--- src/rtl/io_pkg.sv ---
// rtl/io_pkg.sv - shared constants and select decode for the I/O read-data path
// Contents:
//   STAT_OVF_BIT   bit position of the sticky overflow flag in a status read
//   sel_e          winning region of a read access (priority encoded)
//   kb_valid_pos   bit position of the valid flag in a keyboard data read (= KB_W)
//   sel_decode     switch > keyboard > status > memory priority encoder
package io_pkg;

  localparam int STAT_OVF_BIT = 15;

  typedef enum logic [1:0] {
    SEL_MEM      = 2'd0,
    SEL_STATUS   = 2'd1,
    SEL_KEYBOARD = 2'd2,
    SEL_SWITCH   = 2'd3
  } sel_e;

  // The valid flag sits directly above the scan code.
  function automatic int kb_valid_pos(input int kb_w);
    return kb_w;
  endfunction

  function automatic sel_e sel_decode(input logic switch_cs,
                                      input logic keyboard_cs,
                                      input logic status_cs);
    if (switch_cs)        return SEL_SWITCH;
    else if (keyboard_cs) return SEL_KEYBOARD;
    else if (status_cs)   return SEL_STATUS;
    else                  return SEL_MEM;
  endfunction

endpackage

--- src/rtl/io_kb_fifo.sv ---
// rtl/io_kb_fifo.sv - keyboard scan-code FIFO with sticky overflow
// Ports:
//   clk, rst      clock, asynchronous active-high reset
//   push          push strobe (kb_valid)
//   push_data     scan code to push
//   pop           qualified pop request (ignored when empty)
//   ovf_clr       qualified status read, clears overflow
//   head          oldest entry, 0 when empty
//   valid         FIFO non-empty
//   count         fill level, 0..KB_DEPTH
//   overflow      sticky overflow flag
module io_kb_fifo #(
  parameter int KB_W     = 8,
  parameter int KB_DEPTH = 8
) (
  input  logic                      clk,
  input  logic                      rst,
  input  logic                      push,
  input  logic [KB_W-1:0]           push_data,
  input  logic                      pop,
  input  logic                      ovf_clr,
  output logic [KB_W-1:0]           head,
  output logic                      valid,
  output logic [$clog2(KB_DEPTH):0] count,
  output logic                      overflow
);

  localparam int PW = $clog2(KB_DEPTH);
  localparam int CW = PW + 1;
  localparam logic [CW-1:0] FULL_CNT = CW'(KB_DEPTH);

  logic [KB_W-1:0] mem [KB_DEPTH];
  logic [PW-1:0]   wr_ptr;
  logic [PW-1:0]   rd_ptr;
  logic [CW-1:0]   cnt;
  logic            ovf;

  logic empty;
  logic full;
  logic do_pop;
  logic do_push;
  logic drop;

  assign empty   = (cnt == '0);
  assign full    = (cnt == FULL_CNT);
  assign do_pop  = pop & ~empty;
  // A pop in the same cycle frees a slot, so a full FIFO still accepts the push.
  assign do_push = push & (~full | do_pop);
  assign drop    = push & full & ~do_pop;

  // Pointers are exactly PW bits wide, so wrap is the natural binary rollover.
  always_ff @(posedge clk or posedge rst) begin
    if (rst) begin
      wr_ptr <= '0;
      rd_ptr <= '0;
      cnt    <= '0;
      ovf    <= 1'b0;
    end else begin
      if (do_push) wr_ptr <= wr_ptr + PW'(1);
      if (do_pop)  rd_ptr <= rd_ptr + PW'(1);
      unique case ({do_push, do_pop})
        2'b10:   cnt <= cnt + CW'(1);
        2'b01:   cnt <= cnt - CW'(1);
        default: cnt <= cnt;
      endcase
      // A new drop wins over a clearing status read in the same cycle.
      if (drop)         ovf <= 1'b1;
      else if (ovf_clr) ovf <= 1'b0;
    end
  end

  // Storage needs no reset: nothing is read from it while count is 0.
  always_ff @(posedge clk) begin
    if (do_push && !rst) mem[wr_ptr] <= push_data;
  end

  assign head     = empty ? '0 : mem[rd_ptr];
  assign valid    = ~empty;
  assign count    = cnt;
  assign overflow = ovf;

endmodule

--- src/rtl/io_rd_mux.sv ---
// rtl/io_rd_mux.sv - CPU read-data selector for switch, keyboard and memory regions
// Option macro: IO_SW_SYNC_EN (two-flop switch synchroniser; raw switches when undefined)
// Ports:
//   clk, rst      clock, asynchronous active-high reset
//   switch_cs     switch region selected
//   keyboard_cs   keyboard data region selected
//   status_cs     keyboard status region selected
//   rd_en         CPU load commits this cycle; qualifies pop and overflow clear
//   sw            raw switch inputs
//   kb_data       scan code from keyboard controller
//   kb_valid      one-cycle push strobe for kb_data
//   data          data-memory read data
//   data_sel      selected read data (combinational)
//   kb_irq        high while the keyboard FIFO holds codes
module io_rd_mux
  import io_pkg::*;
#(
  parameter int DATA_W   = 32,
  parameter int SW_W     = 16,
  parameter int KB_W     = 8,
  parameter int KB_DEPTH = 8
) (
  input  logic              clk,
  input  logic              rst,
  input  logic              switch_cs,
  input  logic              keyboard_cs,
  input  logic              status_cs,
  input  logic              rd_en,
  input  logic [SW_W-1:0]   sw,
  input  logic [KB_W-1:0]   kb_data,
  input  logic              kb_valid,
  input  logic [DATA_W-1:0] data,
  output logic [DATA_W-1:0] data_sel,
  output logic              kb_irq
);

  localparam int CW           = $clog2(KB_DEPTH) + 1;
  localparam int KB_VALID_BIT = kb_valid_pos(KB_W);

  sel_e            sel;
  logic            kb_pop;
  logic            ovf_clr;
  logic [KB_W-1:0] kb_head;
  logic            kb_nonempty;
  logic [CW-1:0]   kb_count;
  logic            kb_ovf;
  logic [SW_W-1:0] sw_q;

  // Only the winning region may cause a side effect.
  assign sel     = sel_decode(switch_cs, keyboard_cs, status_cs);
  assign kb_pop  = rd_en & (sel == SEL_KEYBOARD);
  assign ovf_clr = rd_en & (sel == SEL_STATUS);

`ifdef IO_SW_SYNC_EN
  logic [SW_W-1:0] sw_meta;
  logic [SW_W-1:0] sw_sync;

  always_ff @(posedge clk or posedge rst) begin
    if (rst) begin
      sw_meta <= '0;
      sw_sync <= '0;
    end else begin
      sw_meta <= sw;
      sw_sync <= sw_meta;
    end
  end

  assign sw_q = sw_sync;
`else
  assign sw_q = sw;
`endif

  io_kb_fifo #(
    .KB_W     (KB_W),
    .KB_DEPTH (KB_DEPTH)
  ) u_kb_fifo (
    .clk       (clk),
    .rst       (rst),
    .push      (kb_valid),
    .push_data (kb_data),
    .pop       (kb_pop),
    .ovf_clr   (ovf_clr),
    .head      (kb_head),
    .valid     (kb_nonempty),
    .count     (kb_count),
    .overflow  (kb_ovf)
  );

  always_comb begin
    data_sel = '0;
    unique case (sel)
      SEL_SWITCH: begin
        data_sel[SW_W-1:0] = sw_q;
      end
      SEL_KEYBOARD: begin
        data_sel[KB_VALID_BIT] = kb_nonempty;
        data_sel[KB_W-1:0]     = kb_head;
      end
      SEL_STATUS: begin
        data_sel[STAT_OVF_BIT] = kb_ovf;
        data_sel[CW-1:0]       = kb_count;
      end
      default: begin
        data_sel = data;
      end
    endcase
  end

  // Derived from the registered count only, so it changes just after clock edges.
  assign kb_irq = kb_nonempty;

endmodule

--- config.mk ---
export PLATFORM = sky130hd
export DESIGN_NAME = io_rd_mux
export DESIGN_NICKNAME = d
export VERILOG_FILES = /design/src/rtl/io_pkg.sv /design/src/rtl/io_kb_fifo.sv /design/src/rtl/io_rd_mux.sv
export SDC_FILE = /design/constraint.sdc
export NUM_CORES = 1
export LEC_CHECK = 0
export BUFFER_PORTS_ARGS = -buffer_cell sky130_fd_sc_hd__buf_2
export CORE_MARGIN = 2
export CORE_UTILIZATION = 58
export CTS_BUF_LIST = sky130_fd_sc_hd__clkbuf_2 sky130_fd_sc_hd__clkbuf_4 sky130_fd_sc_hd__clkbuf_8
export CTS_CLUSTER_DIAMETER = 50
export CTS_CLUSTER_SIZE = 24
export DETAILED_ROUTE_END_ITERATION = 10
export PLACE_DENSITY_LB_ADDON = 0.1
export SLEW_MARGIN = 20
export SYNTH_ARGS = -nofsm -noshare
export SYNTH_HDL_FRONTEND = slang
export SYNTH_SLANG_ARGS = --single-unit
--- constraint.sdc ---
create_clock -name clk -period 6.6 [get_ports clk]
set_clock_uncertainty 0.1 [all_clocks]
set_input_delay 1.32 -clock clk [delete_from_list [all_inputs] [get_ports clk]]
set_output_delay 1.32 -clock clk [all_outputs]
set_load 0.01 [all_outputs]
==> impl_metrics.env <==
export IMPL_netlist_instances=237
export IMPL_leakagePower_nw=1.74
export IMPL_endpoint_kind="output port"
export IMPL_layoutNonFillerInstCount=417
export IMPL_synth_edff_count=64
export IMPL_clk_transition_reported_paths_ns=0.07
export IMPL_grt_overflow_total=0
export IMPL_power_density_nw_per_um2=319
export IMPL_postCtsResizedCells=0
export IMPL_tightest_slew_ns=1.02
export IMPL_viasPerCell=5.78
export IMPL_std_cell_rows=28
export IMPL_period_share_pct=65.3
export IMPL_cts_buffers=9
export IMPL_hp_class="reg2reg"
export IMPL_critical_path_max_fanout=27
export IMPL_fin_util_pct=72.2
export IMPL_synthesis_nets=303
export IMPL_core_sq_um=5920
export IMPL_post_route_drc_count=0
export IMPL_wl_per_cell_um=19.1
export IMPL_cts_sinks=75
export IMPL_htree_levels=3
export IMPL_slowest_delay_ns=0.68
export IMPL_synth_seq_cells=75
export IMPL_worstPathArrival_ns=2.89
export IMPL_timing_fmax_ghz=0.232
export IMPL_syn_area_sq_um=3530
export IMPL_status="complete, no violations"
export IMPL_yosysWarnings=0
export IMPL_worst_setup_path_type="in2out"
export IMPL_whs_ns=0.415
export IMPL_peakVddDrop_v=0.000260
export IMPL_fin_setup_tns_ns=0
export IMPL_antenna_left=0
export IMPL_cpMostUsedCell="buf_2"
export IMPL_grt_max_degree=28
export IMPL_port_buffers=95
export IMPL_post_route_min_period_ns=4.31
export IMPL_area_growth_pct=20.9
export IMPL_synth_distinct_cells=41
export IMPL_final_max_slew_viol_count=0
export IMPL_place_area_sq_um=4080
export IMPL_grt_antenna_before_repair=0
export IMPL_cts_root_buf="clkbuf_8"
export IMPL_cts_root_to_sink_buffers=2
export IMPL_place_inst=401
export IMPL_pin_count=96
export IMPL_die_width_um=82.1
export IMPL_cts_hold_buf=0
export IMPL_track_usage_pct=24.4
export IMPL_synth_seq_area_share_pct=62.2
export IMPL_postCtsSetupBuffers=0
export IMPL_grt_pass1_wl_um=11300
export IMPL_layout_drive_gt1_share_pct=36.8
export IMPL_dpl_hpwl_um=5740
export IMPL_cap_violations=0
export IMPL_diodes=0
export IMPL_synthArstFlopShare_pct=14.7
export IMPL_finish_instance_area_sq_um=4270
export IMPL_max_slew_margin_pct=31.9
export IMPL_n_fill_cell=395
export IMPL_grt_pass1_vias=2188
export IMPL_start_kind="input port"
export IMPL_place_congestion=0.768
export IMPL_synth_main_ff_cell="edfxtp_1"
export IMPL_worst_path_max_delay_cell="nor3b_1"
export IMPL_first_pass_iters=4
export IMPL_start_util_pct=59.7
export IMPL_path_cells="buf_2, nor3b_1, nand3_1, a21oi_1, buf_2"
export IMPL_final_nets=403
export IMPL_via_count=2412
export IMPL_cp_required_ns=5.18
export IMPL_die_area_sq_um=6730
export IMPL_clk_latency_ns=0.33
export IMPL_drtIter0Drc=161
export IMPL_finalHoldViolations=0
export IMPL_postSynthAreaPerCell_sq_um=14.9
export IMPL_setup_viol=0
export IMPL_rsz0062_at_grt="no"
export IMPL_die_h_um=82.1
export IMPL_routed_wirelength_um=7960
export IMPL_cts_tree="built"
where the power goes:
group / total [W] / switching [W] / internal [W] / leakage [nW]
logic: 0.000392 / 0.000191 / 0.000201 / 0.936
registers: 0.000658 / 0.0000819 / 0.000576 / 0.711
clock network: 0.000312 / 0.000155 / 0.000158 / 0.0913
routing by layer:
| layer | share of wire, % | GRT usage (%) | wire [um] | vias to the layer above |
|---|---|---|---|---|
| li1 | - | - | - | 1134 |
| met2 | 51 | 42.4 | 4030 | 120 |
| met5 | 0 | 0 | 0 | - |
| met1 | 39 | 30.5 | 3100 | 1147 |
| met3 | 8.7 | 4.84 | 691 | 11 |
| met4 | 1.8 | 8.83 | 140 | 0 |
cell usage after synthesis (3+ instances only):
cell      instances  area (sq um)
mux2i_1          13           130
clkbuf_1          7          26.3
nand2_1           9          33.8
mux2_2            3          33.8
nand3_1           6          30.0
dfrtp_1          11           275
nor3_1            4          20.0
mux4_1           12           315
a221o_1           5          50.1
and2_1           17           106
a22oi_1           4          30.0
edfxtp_1         64          1920
inv_1             7          26.3
a22o_1            7          61.3
a21oi_1           8          40.0
xnor2_1           4          35.0
nor2_1           15          56.3
buf_2             3          15.0
a211oi_1          5          37.5
nand2b_1          4          25.0
ha_1              3          37.5
o21ai_1           3          15.0
final timing paths:
kind | endpoint | cells past startpoint | slack (ns) | startpoint
setup / recovery | data_sel[0] | 5 | 2.29 | switch_cs
hold / removal | u_kb_fifo.overflow$_DFFE_PP0P_ | 2 | 0.41 | u_kb_fifo.overflow$_DFFE_PP0P_
setup reg to reg | u_kb_fifo.mem[5][0]$_DFFE_PP_ | 4 | 4.03 | u_kb_fifo.count[1]$_DFFE_PP0P_
hold reg to reg | u_kb_fifo.overflow$_DFFE_PP0P_ | 2 | 0.41 | u_kb_fifo.overflow$_DFFE_PP0P_
max in group asynchronous | u_kb_fifo.wr_ptr[0]$_DFFE_PP0P_ | 2 | 5.12 | rst
min in group asynchronous | u_kb_fifo.overflow$_DFFE_PP0P_ | 2 | 0.94 | rst
flip-flops by register name (all words and copies together), names as in the netlist:
name	count
u_kb_fifo.mem	64
u_kb_fifo.count	4
u_kb_fifo.rd_ptr	3
u_kb_fifo.wr_ptr	3
u_kb_fifo.overflow	1
through the flow:
step / power [W] / setup WS (ns)
detailed placement: 0.00106 / 2.20
CTS: 0.00137 / 2.20
finish: 0.00136 / 2.29
global route: 0.00143 / 2.19
global placement: 0.00105 / 2.29
floorplan: 0.000944 / 2.80
cell families (layout without fill, tap and decap cells):
logic type,after synthesis,after routing,share of synthesized area (%)
DFF,75,75,62.2
and+or+nand+nor,67,67,11.0
AOI/OAI and AO/OA,39,39,8.18
muxes,28,28,13.6
buffers and inverters,19,124,2.55
xor gates and xnor gates,6,6,1.49
adders and majority gates,3,3,1.06
critical path, delay by kind of cell:
family / cells / cell delay, ns
AND/OR/NAND/NOR: 2 / 0.95
buffers and inverters: 2 / 0.39
AO/OA/AOI/OAI: 1 / 0.22
cells in the final DEF (no fill, tap or decap), types with 2 or more instances in the layout:
cell type / instances
clkbuf_4: 3
nor2_1: 15
o21ai_1: 3
a211oi_1: 5
nand2b_1: 4
a22o_1: 7
a21oi_1: 8
mux2_2: 3
and2_1: 17
ha_1: 3
nor3_1: 4
xnor2_1: 4
clkbuf_8: 10
mux4_1: 12
nand3_1: 6
a22oi_1: 4
mux2i_1: 13
edfxtp_1: 64
buf_4: 6
xor2_1: 2
a31oi_1: 2
buf_2: 95
dfrtp_1: 11
nand2_1: 9
a221o_1: 5
inv_1: 7
o31ai_1: 2
cell type report:
cell class	count	area (sq um)	area share (%)
Clock buffer	13	160	3.75
Clock inverter	3	16.3	0.381
Inverter	7	26.3	0.615
Multi-Input combinational cell	143	1260	29.5
Sequential cell	75	2200	51.4
Tap cell	75	93.8	2.20
Timing Repair Buffer	101	520	12.2
(Power assumes the default switching activity.)
